<file path="src/rtl/pe_types.sv">
// Shared types for the PE datapath: configuration record and the
// state encoding of the float-to-block-floating-point converter.
package pe_types;

  typedef struct packed {
    int RESULT_WIDTH;
    int RESULT_EXPONENT_WIDTH;
    int RESULT_MANTISSA_WIDTH;
    int RESULT_EXPONENT_BIAS;
    int FEATURE_WIDTH;
    int EXPONENT_WIDTH;
    int EXPONENT_BIAS;
  } pe_cfg_t;

  // fp16 results folded into 8-bit features with a 5-bit shared exponent
  localparam pe_cfg_t PE_CFG_DEFAULT = '{
    RESULT_WIDTH:          16,
    RESULT_EXPONENT_WIDTH: 5,
    RESULT_MANTISSA_WIDTH: 10,
    RESULT_EXPONENT_BIAS:  15,
    FEATURE_WIDTH:         8,
    EXPONENT_WIDTH:        5,
    EXPONENT_BIAS:         15
  };

  typedef enum logic [1:0] {
    COLLECT = 2'd0,
    ALIGN   = 2'd1,
    EMIT    = 2'd2
  } blockfp_conv_state_e;

endpackage

</file>
<file path="src/rtl/pe_blockfp_align.sv">
// Aligns one float result to the block exponent and returns it as a
// signed fixed-point feature mantissa (combinational).
module pe_blockfp_align
  import pe_types::*;
#(
  parameter pe_cfg_t cfg = PE_CFG_DEFAULT
) (
  input  logic [cfg.RESULT_WIDTH-1:0]          i_float,
  input  logic [cfg.RESULT_EXPONENT_WIDTH-1:0] i_emax,
  input  logic [cfg.RESULT_EXPONENT_WIDTH+1:0] i_xshift,
  input  logic                                 i_sat,
  output logic signed [cfg.FEATURE_WIDTH-1:0]  o_mantissa
);

  localparam int REW    = cfg.RESULT_EXPONENT_WIDTH;
  localparam int RMW    = cfg.RESULT_MANTISSA_WIDTH;
  localparam int FW     = cfg.FEATURE_WIDTH;
  localparam int PRE_SH = RMW - (FW - 2);

  localparam logic [REW+2:0] SHIFT_LIMIT = (REW+3)'(FW - 1);
  localparam logic [FW-2:0]  MAG_MAX     = '1;

  typedef struct packed {
    logic           sign;
    logic [REW-1:0] exp;
    logic [RMW-1:0] man;
  } float_fields_t;

  float_fields_t  w_f;
  logic [RMW:0]   w_full;
  logic [REW+2:0] w_shift;
  logic [FW-2:0]  w_mag;

  assign w_f     = i_float;
  assign w_full  = {1'b1, w_f.man};
  assign w_shift = {3'b000, i_emax} - {3'b000, w_f.exp} + {1'b0, i_xshift};

  // Shifts past the fraction width leave nothing but zero behind
  always_comb begin
    w_mag = '0;
    if (w_f.exp == '0)
      w_mag = '0;
    else if (i_sat)
      w_mag = MAG_MAX;
    else if (w_shift < SHIFT_LIMIT)
      w_mag = (FW-1)'((w_full >> PRE_SH) >> w_shift);
    o_mantissa = w_f.sign ? -$signed({1'b0, w_mag}) : $signed({1'b0, w_mag});
  end

endmodule

</file>
<file path="src/rtl/pe_result_to_blockfp.sv">
// Collects a block of float PE results, picks the largest exponent as the
// shared block exponent and streams out aligned signed feature mantissas.
module pe_result_to_blockfp
  import pe_types::*;
#(
  parameter pe_cfg_t cfg        = PE_CFG_DEFAULT,
  parameter int      BLOCK_SIZE = 8
) (
  input  logic                            clock,
  input  logic                            resetn,
  input  logic                            i_valid,
  input  logic [cfg.RESULT_WIDTH-1:0]     i_result,
  output logic                            o_ready,
  output logic                            o_valid,
  output logic [cfg.FEATURE_WIDTH-1:0]    o_mantissa,
  output logic [cfg.EXPONENT_WIDTH-1:0]   o_exp,
  output logic                            o_last,
  input  logic                            i_ready
);

  localparam int RW  = cfg.RESULT_WIDTH;
  localparam int REW = cfg.RESULT_EXPONENT_WIDTH;
  localparam int RMW = cfg.RESULT_MANTISSA_WIDTH;
  localparam int FW  = cfg.FEATURE_WIDTH;
  localparam int EW  = cfg.EXPONENT_WIDTH;
  localparam int EBW = REW + 2;
  localparam int IW  = $clog2(BLOCK_SIZE);

  localparam logic [IW-1:0]         IDX_LAST   = IW'(BLOCK_SIZE - 1);
  localparam logic signed [EBW-1:0] BIAS_DELTA = EBW'(cfg.EXPONENT_BIAS - cfg.RESULT_EXPONENT_BIAS);
  localparam logic signed [EBW-1:0] EXP_MAX    = EBW'((1 << EW) - 1);

  if (RMW < FW - 2) begin : g_chk_mant
    $fatal(1, "RESULT_MANTISSA_WIDTH too narrow for FEATURE_WIDTH");
  end
  if (BLOCK_SIZE < 2) begin : g_chk_block
    $fatal(1, "BLOCK_SIZE must be at least 2");
  end
  if (RW != 1 + REW + RMW) begin : g_chk_fields
    $fatal(1, "RESULT_WIDTH does not match sign+exponent+mantissa");
  end

  blockfp_conv_state_e   r_state;
  logic [IW-1:0]         r_wr_idx;
  logic [IW-1:0]         r_rd_idx;
  logic [REW-1:0]        r_emax;
  logic [EBW-1:0]        r_xshift;
  logic                  r_sat;
  logic [EW-1:0]         r_exp;
  logic                  r_o_ready;
  logic                  r_o_valid;
  logic [RW-1:0]         r_buf [BLOCK_SIZE];

  logic [REW-1:0]        w_in_exp;
  logic                  w_accept;
  logic signed [EBW-1:0] w_eb;
  logic signed [FW-1:0]  w_mantissa;

  assign w_in_exp = i_result[RW-2 -: REW];
  assign w_accept = i_valid && r_o_ready && (r_state == COLLECT);
  assign w_eb     = $signed({2'b00, r_emax}) + BIAS_DELTA;

  always_ff @(posedge clock) begin
    if (w_accept) r_buf[r_wr_idx] <= i_result;
  end

  always_ff @(posedge clock or negedge resetn) begin
    if (!resetn) begin
      r_state   <= COLLECT;
      r_wr_idx  <= '0;
      r_rd_idx  <= '0;
      r_emax    <= '0;
      r_xshift  <= '0;
      r_sat     <= 1'b0;
      r_exp     <= '0;
      r_o_ready <= 1'b0;
      r_o_valid <= 1'b0;
    end else begin
      case (r_state)
        COLLECT: begin
          r_o_ready <= 1'b1;
          if (w_accept) begin
            r_wr_idx <= r_wr_idx + IW'(1);
            if (w_in_exp > r_emax) r_emax <= w_in_exp;
            if (r_wr_idx == IDX_LAST) begin
              r_state   <= ALIGN;
              r_o_ready <= 1'b0;
            end
          end
        end
        ALIGN: begin
          r_state   <= EMIT;
          r_o_valid <= 1'b1;
          r_sat     <= 1'b0;
          r_xshift  <= '0;
          // A negative block exponent is absorbed as extra right shift
          if (r_emax == '0) begin
            r_exp <= '0;
          end else if (w_eb[EBW-1]) begin
            r_exp    <= '0;
            r_xshift <= -w_eb;
          end else if (w_eb > EXP_MAX) begin
            r_exp <= '1;
            r_sat <= 1'b1;
          end else begin
            r_exp <= EW'(w_eb);
          end
        end
        EMIT: begin
          if (i_ready) begin
            if (r_rd_idx == IDX_LAST) begin
              r_state   <= COLLECT;
              r_o_valid <= 1'b0;
              r_o_ready <= 1'b1;
              r_wr_idx  <= '0;
              r_rd_idx  <= '0;
              r_emax    <= '0;
              r_sat     <= 1'b0;
            end else begin
              r_rd_idx <= r_rd_idx + IW'(1);
            end
          end
        end
        default: r_state <= COLLECT;
      endcase
    end
  end

  pe_blockfp_align #(
    .cfg(cfg)
  ) u_align (
    .i_float    (r_buf[r_rd_idx]),
    .i_emax     (r_emax),
    .i_xshift   (r_xshift),
    .i_sat      (r_sat),
    .o_mantissa (w_mantissa)
  );

  assign o_ready    = r_o_ready;
  assign o_valid    = r_o_valid;
  assign o_mantissa = w_mantissa;
  assign o_exp      = r_exp;
  assign o_last     = r_o_valid && (r_rd_idx == IDX_LAST);

endmodule

</file>
<file path="config.mk">
export PLATFORM = sky130hd
export DESIGN_NAME = pe_result_to_blockfp
export DESIGN_NICKNAME = d
export VERILOG_FILES = /design/src/rtl/pe_types.sv /design/src/rtl/pe_blockfp_align.sv /design/src/rtl/pe_result_to_blockfp.sv
export SDC_FILE = /design/constraint.sdc
export NUM_CORES = 1
export LEC_CHECK = 0
export BUFFER_PORTS_ARGS = -buffer_cell sky130_fd_sc_hd__buf_2
export CAP_MARGIN = 20
export CORE_UTILIZATION = 45
export DETAILED_ROUTE_END_ITERATION = 6
export PLACE_DENSITY_LB_ADDON = 0.05
export SLEW_MARGIN = 20
export SYNTH_ARGS = -nofsm -noshare
export SYNTH_HDL_FRONTEND = slang
export SYNTH_HIERARCHICAL = 1
export SYNTH_SLANG_ARGS = --single-unit
</file>
<file path="constraint.sdc">
create_clock -name clock -period 10.2 [get_ports clock]
set_input_delay 1.02 -clock clock [delete_from_list [all_inputs] [get_ports clock]]
set_output_delay 1.02 -clock clock [all_outputs]
set_load 0.02 [all_outputs]
</file>
Word-level counts from Yosys, hierarchy flattened
Memories as Yosys holds them, arrays and structs flattened.
Index checks and enable logic that the tools add are counted.
{"block": "classes", "n_addsub": 4, "n_lt_le_gt_ge": 3, "eq_ne": 9, "n_shift": 1, "muxes": 34, "reduce_logical": 14}
{"op": "5-bit 2-to-1 mux", "n": 6}
{"op": "7-bit 2-to-1 mux", "n": 3}
{"op": "3-bit 2-to-1 mux", "n": 4}
{"op": "5-bit logical NOT", "n": 2}
{"op": "1-bit 2-to-1 mux", "n": 10}
{"op": "5-bit case mux with 2 select lines", "n": 1}
{"op": "8-bit by 3-bit less-than comparator with 1-bit output (second input constant)", "n": 1}
{"op": "2-bit 2-to-1 mux", "n": 4}
{"op": "8-bit 2-to-1 mux", "n": 1}
{"op": "7-bit negation with 8-bit output", "n": 1}
{"op": "4-bit AND reduction", "n": 2}
{"op": "7-bit by 8-bit >> shifter with 7-bit output", "n": 1}
{"op": "3-bit by 1-bit adder with 3-bit output (second input constant)", "n": 2}
{"op": "3-bit == test (second input constant)", "n": 2}
{"op": "2-bit inequality test (second input constant)", "n": 3}
{"op": "1-bit case mux with 2 select lines", "n": 3}
{"op": "2-bit case mux with 3 select lines", "n": 1}
{"op": "3-bit case mux with 2 select lines", "n": 1}
{"op": "3-bit AND reduction", "n": 2}
{"op": "5-bit by 5-bit subtractor with 6-bit output", "n": 1}
{"op": "5-bit > comparator", "n": 1}
{"op": "5-bit > comparator (second input constant)", "n": 1}
{"op": "5-bit AND reduction", "n": 1}
{"op": "2-bit by 1-bit inequality test with 1-bit output (second input constant)", "n": 2}
{"op": "6 further kinds", "n": 9}
{"block": "word_totals", "register_bits": 21, "ram_bits": 128, "mem_count": 1}
{"name": "r_buf", "words": 8, "width": 16, "rd": 1, "rd_clocked_by_memory_dff": 0, "wr": 1, "line_no": "pe_result_to_blockfp.sv:52", "source": "logic [RW-1:0] r_buf [BLOCK_SIZE];"}

Depth between registers and ports, before layout
An unclocked memory read counts as a cell.
{"block": "logic_depth", "depth_word": 8, "ltp_mapped": 22}

Hierarchy
The synthesis kept the hierarchy.
{"module": "pe_result_to_blockfp", "n_inst": 1, "cells_per_inst": 298, "area_per_inst_um2": 6028.3}
{"module": "pe_blockfp_align", "n_inst": 1, "cells_per_inst": 156, "area_per_inst_um2": 1143.6}

Worst setup path before layout
Ideal clock, no wire load.
{"block": "synth_path", "kind": "register to output", "startpoint": "reg r_rd_idx[0]", "endpoint": "out o_mantissa[2]", "arrival_time_ns": 4.983, "required_ns": 9.180, "path_slack_ns": 4.197, "stages_incl_launch_ff": 22, "path_buffers": 2, "cell_sequence": "dfrtp_1 > buf_6 > buf_6 > mux4_1 > mux2_2 > inv_1 > ha_1 > nor2b_1 > o31a_1 > o21a_1 > nor2_1 > ha_1 > o21a_1 > nor2_2 > xnor2_1 > nor3_2 > nand4_2 > o21ai_0 > inv_1 > ha_1 > nand2b_1 > xnor2_1"}
{"block": "synth_between", "elab_chain_len": 8}
{"element": "from (decl)", "line_no": "pe_result_to_blockfp.sv:45", "source": "logic [IW-1:0] r_rd_idx;"}
{"element": "from (signal assigned)", "line_no": "pe_result_to_blockfp.sv:120", "source": "r_rd_idx <= r_rd_idx + IW'(1);"}
{"element": "memory 8 x 16 bit (*)"}
{"element": "5-bit by 5-bit subtractor with 6-bit output", "line_no": "pe_blockfp_align.sv:36", "source": "assign w_shift = {3'b000, i_emax} - {3'b000, w_f.exp} + {1'b0, i_xshift};"}
{"element": "8-bit by 3-bit less-than comparator with 1-bit output / 7-bit by 8-bit >> shifter with 7-bit output (equally long branches)", "line_no": "pe_blockfp_align.sv:45, pe_blockfp_align.sv:46"}
{"element": "7-bit 2-to-1 mux", "line_no": "pe_blockfp_align.sv:45", "source": "else if (w_shift < SHIFT_LIMIT)"}
{"element": "7-bit 2-to-1 mux", "line_no": "pe_blockfp_align.sv:43", "source": "else if (i_sat)"}
{"element": "7-bit 2-to-1 mux", "line_no": "pe_blockfp_align.sv:41", "source": "if (w_f.exp == '0)"}
{"element": "7-bit negation with 8-bit output", "line_no": "pe_blockfp_align.sv:47", "source": "o_mantissa = w_f.sign ? -$signed({1'b0, w_mag}) : $signed({1'b0, w_mag});"}
{"element": "8-bit 2-to-1 mux (*)", "line_no": "pe_blockfp_align.sv:47"}
{"element": "to (decl)", "line_no": "pe_result_to_blockfp.sv:15", "source": "output logic [cfg.FEATURE_WIDTH-1:0] o_mantissa,"}
Mark *: on every way between the ends. The rest lies on a longest branch, timed or not.

Worst setup path after layout
{"block": "layout_path", "startpoint": "reg r_rd_idx[0]", "endpoint": "out o_mantissa[4]"}
The elaborated chain is that of the path after synthesis.

==> metrics <==
Reg clk slew, reported paths=50 ps; Yosys warning count=6; initial DRC count=170; Global Route Usage Sum=18.51%; FF-to-FF path depth=4; end point of the critical path=o_mantissa[4]; maximum clock frequency=150.7 MHz; die area=13720 sq um; crit-path max FO=27; Root Driver=clkbuf_16; Final min period=6637 ps; Worst Tran Pin Value=856.4 ps; dpl hpwl=7806 um; Die W=117.1 um; r2r setup slk=7800 ps; post-synthesis instance total=410; CTS H-tree lvls=4; core box area=12770 sq um; crit path from=r_rd_idx[0]; placement row count=41; maxcap violations=0; layout cells sized above 1=21.61%; CP most frequent cell=ha_1; Final Hold Fails=0; clk_lat worst skew=400 ps; Fillers=1030; GP Congestion=0.7845; clk buf depth=2; M3 GR Usage=4.428%; setup violators final=0; Crit Path Class=flip-flop to output pin; vias in the first global route=3285; setup bufs post-CTS=0; n_diodes=0; RSZ-0062 raised after global routing=no; initial core utilization=46.68%; critical path's largest stage delay=650 ps; PortBufs=31; Crit Reg-Reg Startpoint=r_state[0]; clk sinks=117; crit path cell chain=buf_4 -> mux4_1 -> mux2_2 -> inv_1 -> ha_1 -> nor2b_1 -> o31a_1 -> o21a_1 -> nor2_1 -> ha_1 -> o21ai_0 -> a221oi_1 -> o2bb2ai_1 -> nand4_2 -> o21ai_0 -> inv_1 -> ha_1 -> nand2b_1 -> mux2i_1 -> o22a_1 -> buf_2; CP arrival=5620 ps; worst r2r dst=r_buf[3][7]; post-route setup TNS=0 ps; initial antenna violation count=0; die height=117.1 um; WL final=11540 um; drc violations=0; startpoint class of the critical path=flip-flop; largest net degree at the start of global routing=28; outcome=finished, final reports clean; via/cell ratio=5.418; CTS tree=yes; Fin Clk Skew=5.986 ps; worst path required time=9180 ps; drt pass-1 iters=4; Worst path slowest cell=mux4_1; Area Overhead vs Synth=16.01%; hold_buf cts=0; Worst slew margin=42.70%; DR WL/cell=17.91 um; io pins=36; CP Capture Type=output pin; post-cts gate resize count=0; GRT Max-Usage Layer=met2; total vias in the final route=3489; first-pass GRT wire length=17840 um; total grt overflow=0; routing usage on met2=31.68%; Final period util=65.07%; nets=505; grt met1 use=23.01%; final antenna-violating net count=0; CTS buffer count=17; worst min path class=flip-flop to flip-flop; Syn Std Cell Area=5963 sq um; final slew viol count=0; per-instance average area after synthesis=14.54 sq um
[layout by cell type (no fill, tap or decap), drive strengths merged, types with 4 or more instances in the layout]
master	instances
a21o	4
a21oi	15
and3	4
buf	42
bufinv	4
clkbuf	19
clkinv	4
conb	8
dfrtp	21
edfxtp	96
ha	22
inv	24
mux2	14
mux2i	11
mux4	24
nand2	32
nand2b	8
nand3	7
nand4	4
nor2	21
nor3	8
o211ai	5
o21a	8
o21ai	16
o31a	4
xnor2	4
xor2	5
[cell type report]
type	instances	area [sq um]	share of cell area [%]
Multi-Input combinational cell	259	2374	34.31
Timing Repair Buffer	42	237.7	3.436
Sequential cell	117	3408	49.27
Clock inverter	11	160.2	2.315
Clock buffer	19	432.9	6.258
Inverter	24	90.09	1.302
Tap cell	172	215.2	3.111
[routing by layer]
layer	vias to the layer above	share of wire (%)
met1	1743	45
met4	0	1.1
met2	51	51
met5	-	0
li1	1686	-
met3	9	2.9
[flip-flops by register name, summed over array words and instances, names as in the netlist]
register	count
r_buf	96
o_exp	5
r_emax	5
r_rd_idx	3
r_wr_idx	3
r_state	2
o_ready	1
o_valid	1
r_sat	1
[metrics by stage]
stage	instances	cell area [sq um]	setup slack (ps)	utilization, %	hold slack (ps)
2_1_floorplan	417	5989	4221	-	487.3
3_3_place_gp	614	6325	4017	49.52	460.5
3_5_place_dp	614	6325	3969	49.52	465.1
4_1_cts	644	6918	3511	54.16	476.2
5_1_grt	644	6918	3126	54.16	504.9
6_report	644	6918	3563	54.16	474.1
[how the worst min path moves through the flow]
| stage | slack, ps | end | cells past startpoint | start |
|---|---|---|---|---|
| 2_1_floorplan | 490 | r_wr_idx[0] | 2 | r_wr_idx[0] |
| 3_3_place_gp | 460 | o_exp[4] | 2 | o_exp[4] |
| 3_5_place_dp | 470 | o_exp[4] | 2 | o_exp[4] |
| 4_1_cts | 480 | o_exp[4] | 2 | o_exp[4] |
| 5_1_grt | 500 | o_exp[3] | 2 | o_exp[3] |
| 6_report | 470 | o_exp[0] | 2 | o_exp[0] |
[worst max-delay path, delay by kind of cell, from the launching register on]
kind	cells	cell delay (ps)
compound gates	7	1520
buf+inv	4	720
simple gates	4	810
fa+ha+maj	3	720
mux	3	1110
flops	1	310
Power is left out: the tool's default activity adds up to more than one toggle a clock period on the data nets, which glitch-free logic cannot reach.
